$ cat config.mk
export PLATFORM = sky130hd
export DESIGN_NAME = int16_tmr_voter
export DESIGN_NICKNAME = d
export VERILOG_FILES = /design/src/rtl/int16_tmr_voter.sv
export SDC_FILE = /design/constraint.sdc
export NUM_CORES = 1
export LEC_CHECK = 0
export CAP_MARGIN = 20
export CORE_ASPECT_RATIO = 1.25
export CORE_MARGIN = 5
export CORE_UTILIZATION = 58
export CTS_CLUSTER_SIZE = 20
export DETAILED_ROUTE_END_ITERATION = 10
export GPL_TIMING_DRIVEN = 0
export HOLD_SLACK_MARGIN = 0.06
export PLACE_DENSITY = 0.85
export SLEW_MARGIN = 20
export SYNTH_ARGS = -nofsm -noshare
export SYNTH_HDL_FRONTEND = slang
export SYNTH_SLANG_ARGS = --single-unit
export TNS_END_PERCENT = 50
$ cat constraint.sdc
create_clock -name clk -period 5.25 [get_ports clk]
set_input_delay 1.575 -clock clk [delete_from_list [all_inputs] [get_ports clk]]
set_output_delay 1.575 -clock clk [all_outputs]
set_load 0.005 [all_outputs]
$ cat src/rtl/int16_tmr_voter.sv
// Majority voter for three replicated adder lanes with lane-failure tracking.
// Degrades TMR -> DMR -> SIMPLEX -> DEAD as lanes accumulate consecutive misses.
module int16_tmr_voter #(
  parameter int unsigned WORD_WIDTH  = 16,
  parameter int unsigned FAIL_THRESH = 4
) (
  input  logic                  clk,
  input  logic                  reset_n,
  input  logic                  in_valid,
  output logic                  in_ready,
  input  logic [WORD_WIDTH-1:0] y0,
  input  logic [WORD_WIDTH-1:0] y1,
  input  logic [WORD_WIDTH-1:0] y2,
  input  logic                  cout0,
  input  logic                  cout1,
  input  logic                  cout2,
  output logic                  out_valid,
  input  logic                  out_ready,
  output logic [WORD_WIDTH-1:0] y,
  output logic                  cout,
  output logic                  mismatch,
  output logic                  uncorrectable,
  output logic                  fatal,
  output logic [2:0]            lane_failed,
  output logic [1:0]            mode,
  output logic [7:0]            err_count
);

  localparam int unsigned VW = WORD_WIDTH + 1;
  localparam int unsigned CW = 3;

  typedef enum logic [1:0] {
    MODE_TMR     = 2'b00,
    MODE_DMR     = 2'b01,
    MODE_SIMPLEX = 2'b10,
    MODE_DEAD    = 2'b11
  } mode_e;

  mode_e           mode_q, mode_d;
  logic [VW-1:0]   lane_w [3];
  logic [CW-1:0]   miss_q [3];
  logic [CW-1:0]   miss_d [3];
  logic [VW-1:0]   maj, dmr_lo, dmr_hi, voted;
  logic            vote_mis, vote_unc, vote_upd;
  logic            accept;
  logic            ov_d, cout_d, mis_d, unc_d, fatal_d;
  logic [WORD_WIDTH-1:0] y_d;
  logic [2:0]      lf_d;
  logic [1:0]      fail_cnt;
  logic [7:0]      err_d;

  assign lane_w[0] = {cout0, y0};
  assign lane_w[1] = {cout1, y1};
  assign lane_w[2] = {cout2, y2};

  assign in_ready = !out_valid || out_ready;
  assign accept   = in_valid && in_ready;
  assign mode     = mode_q;

  // Vote using the mode held before this edge
  always_comb begin
    voted    = '0;
    vote_mis = 1'b0;
    vote_unc = 1'b0;
    vote_upd = 1'b0;
    maj      = (lane_w[0] & lane_w[1]) | (lane_w[0] & lane_w[2]) | (lane_w[1] & lane_w[2]);
    dmr_lo   = lane_failed[0] ? lane_w[1] : lane_w[0];
    dmr_hi   = lane_failed[2] ? lane_w[1] : lane_w[2];
    unique case (mode_q)
      MODE_TMR: begin
        voted    = maj;
        vote_mis = (lane_w[0] != maj) || (lane_w[1] != maj) || (lane_w[2] != maj);
        vote_upd = 1'b1;
      end
      MODE_DMR: begin
        voted = dmr_lo;
        if (dmr_lo == dmr_hi) begin
          vote_upd = 1'b1;
        end else begin
          vote_mis = 1'b1;
          vote_unc = 1'b1;
        end
      end
      MODE_SIMPLEX: begin
        voted = !lane_failed[0] ? lane_w[0] : (!lane_failed[1] ? lane_w[1] : lane_w[2]);
      end
      MODE_DEAD: begin
        voted = '0;
      end
    endcase
  end

  // Next-state for the output entry, miss counters and health state
  always_comb begin
    ov_d    = out_valid;
    y_d     = y;
    cout_d  = cout;
    mis_d   = mismatch;
    unc_d   = uncorrectable;
    fatal_d = fatal;
    lf_d    = lane_failed;
    err_d   = err_count;
    for (int i = 0; i < 3; i++) miss_d[i] = miss_q[i];

    if (accept) begin
      ov_d   = 1'b1;
      y_d    = voted[WORD_WIDTH-1:0];
      cout_d = voted[VW-1];
      mis_d  = vote_mis;
      unc_d  = vote_unc;
      if (vote_mis && err_count != 8'hFF) err_d = err_count + 8'd1;
      if (vote_upd) begin
        for (int i = 0; i < 3; i++) begin
          if (!lane_failed[i]) begin
            miss_d[i] = (lane_w[i] != voted) ? CW'(miss_q[i] + CW'(1)) : '0;
            if (miss_d[i] == CW'(FAIL_THRESH)) lf_d[i] = 1'b1;
          end
        end
      end
      fatal_d = fatal | (lf_d == 3'b111);
    end else if (out_ready) begin
      ov_d = 1'b0;
    end

    fail_cnt = 2'(lf_d[0]) + 2'(lf_d[1]) + 2'(lf_d[2]);
    mode_d   = mode_e'(fail_cnt);
  end

  always_ff @(posedge clk or negedge reset_n) begin
    if (!reset_n) begin
      out_valid     <= 1'b0;
      y             <= '0;
      cout          <= 1'b0;
      mismatch      <= 1'b0;
      uncorrectable <= 1'b0;
      fatal         <= 1'b0;
      lane_failed   <= 3'b000;
      mode_q        <= MODE_TMR;
      err_count     <= 8'd0;
      for (int i = 0; i < 3; i++) miss_q[i] <= '0;
    end else begin
      out_valid     <= ov_d;
      y             <= y_d;
      cout          <= cout_d;
      mismatch      <= mis_d;
      uncorrectable <= unc_d;
      fatal         <= fatal_d;
      lane_failed   <= lf_d;
      mode_q        <= mode_d;
      err_count     <= err_d;
      for (int i = 0; i < 3; i++) miss_q[i] <= miss_d[i];
    end
  end

endmodule

# Word-level counts from Yosys, hierarchy flattened
# Index checks and enable logic that the tools add are counted.
# totals
regBits	43
in_bits	55
out_inout_bits	35
word_cells	78
# op_classes
add_sub_neg	6
eq_ne	15
muxes	24
bitwise	9
reduce_logical	12
# ops
cell	count
17-bit inequality test	6
17-bit two-way mux	4
17-bit one-hot mux with 4 select lines	1
17-bit AND	3
17-bit OR	2
3-bit two-way mux	6
17-bit == test	1
3-bit == test, second input constant	4
1-bit two-way mux	11
3-bit by 1-bit adder with 3-bit output, second input constant	3
3-bit AND reduction	3
8-bit by 1-bit adder with 8-bit output, second input constant	1
8-bit inequality test, second input constant	1
2-bit == test, second input constant	2
1-bit one-hot mux with 2 select lines	2
1-bit logical OR	3
1-bit NOT	3
1-bit by 1-bit adder with 2-bit output	1
2-bit by 1-bit adder with 2-bit output	1
2-bit by 1-bit == test with 1-bit output, second input constant	1
1-bit logical AND	2
2-bit zero test	1
2-bit AND reduction	1
2-bit nonzero test	1
other kinds (2)	2

# Logic depth before layout (Yosys ltp)
# Gate-level depths: netlist of run 1.
# depth
ltp_word	14
mapped_depth	14
depth_no_buf	11

# Worst setup path before layout of run 1
# Ideal clock, no wire load.
# synth_timing
kind	input port to flip-flop
startpoint	input port y2[2]
endpoint	register mode_q[0], in the netlist mode[0]
arrival_ps	4202
required_time_ps	5186
setup_slack_ps	984
path_stages	11
cell_sequence	clkbuf_1 mux2i_1 a2111oi_0 a21oi_1 xnor2_1 a2111oi_2 nand4_1 or3_4 a41oi_2 fa_1 inv_1
# synth_between
elab_chain_cells	14
elab_cells_between_ends	31
classes_between	2 x add/sub; 7 x eq/ne; 18 x mux; 4 x bitwise
# synth_rtl
element	line	text
start: declaration	13	input logic [WORD_WIDTH-1:0] y2,
17-bit AND	66	maj = (lane_w[0] & lane_w[1]) | (lane_w[0] & lane_w[2]) | (lane_w[1] & lane_w[2]);
17-bit OR (2 in a row)	66	
17-bit one-hot mux with 4 select lines	69	unique case (mode_q)
17-bit inequality test	115	miss_d[i] = (lane_w[i] != voted) ? CW'(miss_q[i] + CW'(1)) : '0;
3-bit two-way mux	115	
3-bit == test	116	if (miss_d[i] == CW'(FAIL_THRESH)) lf_d[i] = 1'b1;
1-bit two-way mux	116	
1-bit two-way mux	114	if (!lane_failed[i]) begin
3-bit two-way mux (*)	112	if (vote_upd) begin
3-bit two-way mux (*) (2 in a row)	105	if (accept) begin
1-bit by 1-bit adder with 2-bit output	125	fail_cnt = 2'(lf_d[0]) + 2'(lf_d[1]) + 2'(lf_d[2]);
2-bit by 1-bit adder with 2-bit output (*)	125	
net fail_cnt[0]	49	logic [1:0] fail_cnt;
end signal: assignment	149	mode_q <= mode_d;
end: declaration	39	mode_e mode_q, mode_d;
# Mark *: on every way through the listed nets, which the timed path passes. The rest lies on a longest branch. The select of a mux whose other input is x is not followed.
# A chain may end at the register's enable or synchronous reset.

# Worst setup path in the final report of run 1
# layout_timing
startpoint	input port y0[3]
endpoint	register mode_q[0], in the netlist mode[0]
# layout_between
elab_chain_cells	14
elab_cells_between_ends	30
classes_between	2 x add/sub; 7 x eq/ne; 17 x mux; 4 x bitwise
# layout_rtl
element	line	text
start: declaration	11	input logic [WORD_WIDTH-1:0] y0,
17-bit AND	66	
17-bit OR (2 in a row)	66	
17-bit one-hot mux with 4 select lines	69	
17-bit inequality test	115	
3-bit two-way mux	115	
3-bit == test	116	
1-bit two-way mux	116	
1-bit two-way mux	114	
3-bit two-way mux (*)	112	
3-bit two-way mux (*) (2 in a row)	105	
1-bit by 1-bit adder with 2-bit output	125	
2-bit by 1-bit adder with 2-bit output (*)	125	
net fail_cnt[0]	49	
# Marks and branches as above.

==> run metrics, run 1 <==
Worst-Margin Slew=0.860 ns; CTS tree=done; met1 GRT Util=52.9%; buffer and inverter count on the worst path=3; row count=41; total leakage power=0.00265 µW; gr usage total=between 40% and 50%; flip-flop and latch count after synthesis=43; antenna viol nets, final=0; vias in the first global route=between 6,000 and 7,000; Req. time, crit path=5.43 ns; worst-skew pair later-pin latency=between 0.2 and 0.3 ns; syn avg cell area=7.20 µm²; layout cells sized above 1=9.65%; Most Crowded Layer GR=met2; drt wl/cell=~27 µm; Post-synth EDFFs=0; cell family with most CP delay=simple AND/OR/NAND/NOR gates; worst-path fanout max=10; Worst-path clk slew=0.06 ns; area growth from synthesis to layout=15.1%; Ports=90; nets@finish=940; DRT Pass-1 Iters=7; skew final=0.00406 ns; Synth async-reset ratio=100%; post-route setup slack=between 0.05 and 0.06 ns; CTS buffer count=5; Max-slew headroom=42.7%; fin crit share=98.9%; hold buffer count at cts=0; Die X-Extent=100 µm; pre-CTS WS=-0.460 ns; dominant synthesized flop cell=dfrtp_1; Starting DRT DRC Count=1,190; WHS=~0.48 ns; Root Driver=clkbuf_16; gr ovfl total=0; overall routed net length=27,400 µm; via count=about 7,300; Netlist cell types=74; max incr delay on CP=0.60 ns; final setup fails=0; DR vias/cell=7.26; post-synthesis sequential area ratio=between 10% and 20%; Critical Path AT=5.37 ns; Post-CTS Setup Repair Bufs=0; Fmax=about 190 MHz; met2 Use GR=66.6%; clock sinks=43; minimum clock period=roughly 5.2 ns; Warnings, synthesis=0; Worst Setup Path Type=primary input to flip-flop; ant diodes=0; worst-path cell chain=clkdlybuf4s50_1, buf_2, nor2b_1, nor4_2, nand4_1, o21ai_1, a211oi_1, nor3_4, and3_1, a21oi_1, fa_1, inv_1; Initial Util=58.8%; Routability Congestion=1.14; maxcap violations=0; largest net degree at the start of global routing=35; Critical-path top delay cell=o21ai_1; Final Hold Vio Count=0; met3 usage=10.8%; PortBufs=53; Final HPWL DP=20,300 µm; first-pass GRT wire length=40,200 µm; Net Count, Synth=878; max-slew violations=0; unrepaired setup endpoints after global routing=false; Clock Path Buffers=2; Worst Setup Start Kind=primary input; setup_tns=0 ns; HP Class=flip-flop to flip-flop; Setup crit end kind=flip-flop; Synth Cell Area=5890 µm²; status=finished clean; maximum vdd drop=~0.37 mV; pwr/cell area=~550 nW/µm²; die area=between 10,000 and 15,000 µm²; Core Area=10,000 µm²; H-tree Lvls=2; initial antenna violation count=0; Gate Count Post-Synth=between 800 and 900; die height=123 µm; DRC=0
==> worst min-delay path: stages (launching register included) <==
cell and delay (ns):
dfrtp_1 0.34, nand2_1 0.05, nand2_1 0.06
==> cell usage after synthesis, types with 14 or more instances <==
| cell | n | area (µm²) |
|---|---|---|
| nand2_1 | 85 | 319 |
| nor2_1 | 60 | 225 |
| o21ai_0 | 52 | 260 |
| clkbuf_1 | 46 | 173 |
| dfrtp_1 | 43 | 1080 |
| xnor2_1 | 40 | 350 |
| buf_2 | 36 | 180 |
| inv_1 | 34 | 128 |
| a21oi_1 | 33 | 165 |
| nor2b_1 | 26 | 163 |
| mux2i_1 | 25 | 250 |
| nand2b_1 | 22 | 138 |
| nor3_1 | 22 | 110 |
| xor2_1 | 19 | 166 |
| o22ai_1 | 18 | 113 |
| nand4_1 | 17 | 106 |
| a211oi_1 | 15 | 113 |
| nand3_1 | 15 | 75.1 |
| nor4_1 | 14 | 87.6 |
==> through the flow <==
stage / total power, µW / std cells / utilization [%] / area [µm²]
6_report: 3720 / 1010 / 67.7 / 6770
5_1_grt: 3830 / 1010 / 67.7 / 6770
4_1_cts: 3540 / 1009 / 67.5 / 6750
3_5_place_dp: 3190 / 1001 / 65.9 / 6590
3_3_place_gp: 3180 / 1000 / 65.8 / 6580
2_1_floorplan: 2180 / 818 / - / 5890
==> timing repair <==
| item | in CTS | in global routing |
|---|---|---|
| endpoints found under the hold margin | 0 | 0 |
| gates cloned | 0 | 0 |
| endpoints found under the setup margin | 2 | 2 |
| resized for setup | 1 | 2 |
==> sequential cells by signal, summed over array words and instances (netlist names) <==
signal,cells
mode,2
err_count,8
y,16
uncorrectable,1
fatal,1
cout,1
out_valid,1
mismatch,1
lane_failed,3
miss_q,9
==> cell usage in the layout, fill, tap and decap left out, types with 22 or more instances in the layout <==
cell              n
mux2i_1          25
nand2b_1         22
o21ai_0          51
a21oi_1          33
nor2b_1          26
nor2_1           60
clkbuf_1         46
nor3_1           22
inv_1            34
clkdlybuf4s50_1  52
dfrtp_1          43
buf_2            37
nand2_1          85
xnor2_1          40
==> metal layers <==
layer | routed length (µm) | up-vias
met2 | 11700 | 654
li1 | - | 3109
met3 | 3720 | 205
met4 | 2590 | 0
met1 | 9360 | 3369
met5 | 0 | -
==> power by group <==
group          switching, µW  internal, µW  total [µW]
Sequential               155           480         635
Clock                    123           202         325
Combinational           1750          1010        2760
==> cell families (layout without fill, tap and decap cells) <==
family                     count (synthesis)  in the layout  synth area share, %
AOI/OAI and AO/OA                        238            238                 28.8
xor gates and xnor gates                  59             59                 8.78
adders and majority gates                  7              7                 1.53
buffers and inverters                    124            187                 9.18
DFF                                       43             43                 18.3
muxes                                     35             35                 6.16
and+or+nand+nor                          312            312                 27.2
==> cell type report <==
class                           instances  area, µm²
Multi-Input combinational cell        651       4280
Fill cell                             907       3230
Sequential cell                        43       1080
Timing Repair Buffer                   55        551
Buffer                                 89        409
Tap cell                              129        161
Clock buffer                            7        153
Inverter                               35        131
Clock inverter                          1       7.51
==> worst paths after layout <==
| check | from | cells past startpoint | to | slack (ns) |
|---|---|---|---|---|
| worst min register to register | y[13] | 2 | y[13] | 0.48 |
| worst max-delay path | y0[3] | 12 | mode[0] | 0.06 |
| worst min-delay path | y[13] | 2 | y[13] | 0.48 |
| worst max register to register | mode[0] | 13 | mode[0] | 0.57 |
| max in group asynchronous | reset_n | 2 | lane_failed[2] | 3.66 |
| min in group asynchronous | reset_n | 1 | err_count[3] | 1.15 |
(Power assumes the default switching activity.)
==> run 2, diff against run 1 <==
--- a/config.mk
+++ b/config.mk
@@ -6,14 +6,16 @@
 export NUM_CORES = 1
 export LEC_CHECK = 0
 export CAP_MARGIN = 20
+export CELL_PAD_IN_SITES_DETAIL_PLACEMENT = 1
+export CELL_PAD_IN_SITES_GLOBAL_PLACEMENT = 1
 export CORE_ASPECT_RATIO = 1.25
 export CORE_MARGIN = 5
-export CORE_UTILIZATION = 58
+export CORE_UTILIZATION = 44
 export CTS_CLUSTER_SIZE = 20
 export DETAILED_ROUTE_END_ITERATION = 10
 export GPL_TIMING_DRIVEN = 0
 export HOLD_SLACK_MARGIN = 0.06
-export PLACE_DENSITY = 0.85
+export PLACE_DENSITY_LB_ADDON = 0.1
 export SLEW_MARGIN = 20
 export SYNTH_ARGS = -nofsm -noshare
 export SYNTH_HDL_FRONTEND = slang
==> run 2 against run 1 <==
  * The flow now finishes with violations (setup timing)
  * Register-to-register slack worse by 0.22 ns
  * Clock power up 24%
  * Clock skew about the same
  * Sequential share of layout area down 0.21 points
  * Die area up 29%
  * Via count up 2.5%
  * Final cell count up 4.0%
  * Critical path depth down 1
  * Largest cell class unchanged
  * Maximum frequency down 2.1%
  * Combinational power up 5%
  * Non-clock buffer count down 2
  * Highest routed layer unchanged
  * Global-route usage down 2.9 points
  * Critical path type unchanged
  * Largest power group unchanged
==> run metrics, run 2 (synthesis gave the netlist of run 1 again) <==
antenna viol nets, final=0 (unchanged); nets@finish=938 (was 940); post-route cell area=6860 µm² (was 6770 µm²); Root Driver=clkbuf_16 (unchanged); Critical-path top delay cell=a221oi_1 (was o21ai_1); Setup crit end kind=flip-flop (unchanged); Routability Congestion=1.12 (was 1.14); Critical Path AT=5.53 ns (was 5.37 ns); Starting DRT DRC Count=948 (was 1,190); Clock Path Buffers=2 (unchanged); HP Class=flip-flop to flip-flop (unchanged); Worst-Margin Slew=1.14 ns (was 0.860 ns); Fmax=189 MHz (was 193 MHz); Power Total=3970 µW (was 3720 µW); clock sinks=43 (unchanged); die area=15,800 µm² (was 12,300 µm²); buffer and inverter count on the worst path=2 (was 3); maxcap violations=0 (unchanged); hold buffer count at cts=0 (unchanged); Die X-Extent=113 µm (was 100 µm); ant diodes=0 (unchanged); Core Area=13,200 µm² (was 10,000 µm²); via count=7,518 (was 7,337); worst-skew pair later-pin latency=0.29 ns (was 0.28 ns); placed cells=1,043 (was 1,001); Worst Setup Path Type=primary input to flip-flop (unchanged); Worst Setup Start Kind=primary input (unchanged); failing checks=setup timing; max-slew violations=0 (unchanged); DR vias/cell=7.16 (was 7.26); gr ovfl total=0 (unchanged); CTS tree=done (unchanged); fin crit share=101% (was 98.9%); initial antenna violation count=1 (was 0); pre-CTS WS=-0.931 ns (was -0.460 ns); worst-path fanout max=7 (was 10); Biggest register=y (unchanged); unrepaired setup endpoints after global routing=false (unchanged); WHS=0.500 ns (was 0.481 ns); H-tree Lvls=2 (unchanged); Initial Util=44.7% (was 58.8%); most frequent cells in the layout=85 x nand2_1, 60 x nor2_1, 52 x clkdlybuf4s50_1 (unchanged); fillers=1,693 (was 907); DRT Pass-1 Iters=6 (was 7); area growth from synthesis to layout=16.6% (was 15.1%); Worst-path clk slew=0.06 ns (about the same); die height=139 µm (was 123 µm); final setup fails=1 (was 0); Req. time, crit path=5.48 ns (was 5.43 ns); Cell Area, Placed=6650 µm² (was 6590 µm²); row count=47 (was 41); Final HPWL DP=25,000 µm (was 20,300 µm); largest net degree at the start of global routing=32 (was 35); layout cells sized above 1=9.78% (was 9.65%); cell family with most CP delay=simple AND/OR/NAND/NOR gates (unchanged); total leakage power=0.00267 µW (was 0.00265 µW); Post-CTS Setup Repair Bufs=0 (unchanged); max incr delay on CP=0.75 ns (was 0.60 ns); maximum vdd drop=0.388 mV (was 0.372 mV); biggest regs=y: 16 flops, miss_q: 9 flops, err_count: 8 flops (unchanged); CTS buffer count=5 (unchanged); vias in the first global route=7,826 (was 6,824); gr usage total=40.8% (was 43.7%); worst-path cell chain=clkdlybuf4s50_1, mux2_2, a221oi_1, or3_1, o2111ai_1, nor4_1, nand3_1, and3_1, a21oi_1, fa_1, inv_1 (was clkdlybuf4s50_1, buf_2, nor2b_1, nor4_2, nand4_1, o21ai_1, a211oi_1, nor3_4, and3_1, a21oi_1, fa_1, inv_1); DRC=0 (unchanged); status=finished, violations left (was finished clean); Final Hold Vio Count=0 (unchanged); minimum clock period=5.30 ns (was 5.19 ns); PortBufs=53 (unchanged); overall routed net length=33,100 µm (was 27,400 µm); skew final=0.00439 ns (was 0.00406 ns); drt wl/cell=31.5 µm (was 27.1 µm); first-pass GRT wire length=48,900 µm (was 40,200 µm); commonest non-fill, non-tap cell in the layout=nand2_1 (unchanged); Largest register FFs=16 (unchanged); Ports=90 (unchanged); Max-slew headroom=23.2% (was 42.7%); pwr/cell area=578 nW/µm² (was 549 nW/µm²); post-route setup slack=-0.0521 ns (was 0.0599 ns); Non-Filler Instances=1,050 (was 1,010)
run 2: changes by cell type in the layout (fill, tap and decap cells not counted), moves of 2 or more:
cell	before	now
clkbuf_1	46	43
nor4_2	2	0
bufinv_16	0	2
clkbuf_2	1	3
clkbuf_8	2	0
run 2: path summary, 6_finish.rpt:
check	cells after the start	to	from	slack, ns
max in group asynchronous	2	err_count[0]	reset_n	3.60
max reg2reg	13	mode[0]	mode[0]	0.35
min	2	y[4]	y[4]	0.50
min in group asynchronous	1	miss_q[8]	reset_n	1.17
min reg2reg	2	y[4]	y[4]	0.50
max	11	mode[0]	y1[9]	-0.05
run 2: area by class of cell:
type	count	area, µm²	area share (%)
plain buffers	88	409	5.96
clock buffers	6	129	1.88
clock inverters	2	60.1	0.875
inverters	35	131	1.91
multi-input cells	651	4300	62.6
flip-flops and latches	43	1080	15.7
well taps	171	214	3.12
repair buffers	54	546	7.95
run 2: worst register-to-register path, cell delays in order, from the launching register on:
cell and delay [ns]:
dfrtp_1 0.67, buf_6 0.24, buf_2 0.35, buf_2 0.42
buf_1 0.63, a21oi_1 0.09, o22ai_1 0.29, o2111ai_1 0.23
nor4_1 0.50, nand3_1 0.33, and3_1 0.28, a21oi_1 0.28
fa_1 0.45, inv_1 0.08
run 2: power breakdown:
group | switching (µW) | internal (µW)
Sequential | 175 | 479
Combinational | 1900 | 1010
Clock | 130 | 273
run 2: metrics by stage:
step | setup TNS (ns) | utilization, %
3_3_place_gp | -13.14 | 50.3
4_1_cts | 0 | 52.0
3_5_place_dp | -14.30 | 50.4
5_1_grt | 0 | 52.1
6_report | -0.0521 | 52.1
2_1_floorplan | 0 | -
run 2: repair_timing:
action                     4_1_cts  5_1_grt
setup endpoints to repair       23        2
hold endpoints to repair         0        0
resized for setup                3        9
run 2: layer usage:
metal	GRT usage, %	vias up	share of wire (%)	routed length [µm]
li1	-	3094	-	-
met1	47.7	3645	36	11900
met2	63.7	576	44	14600
met3	8.55	203	10	3310
met4	33.5	0	10	3320
met5	0	-	0	0
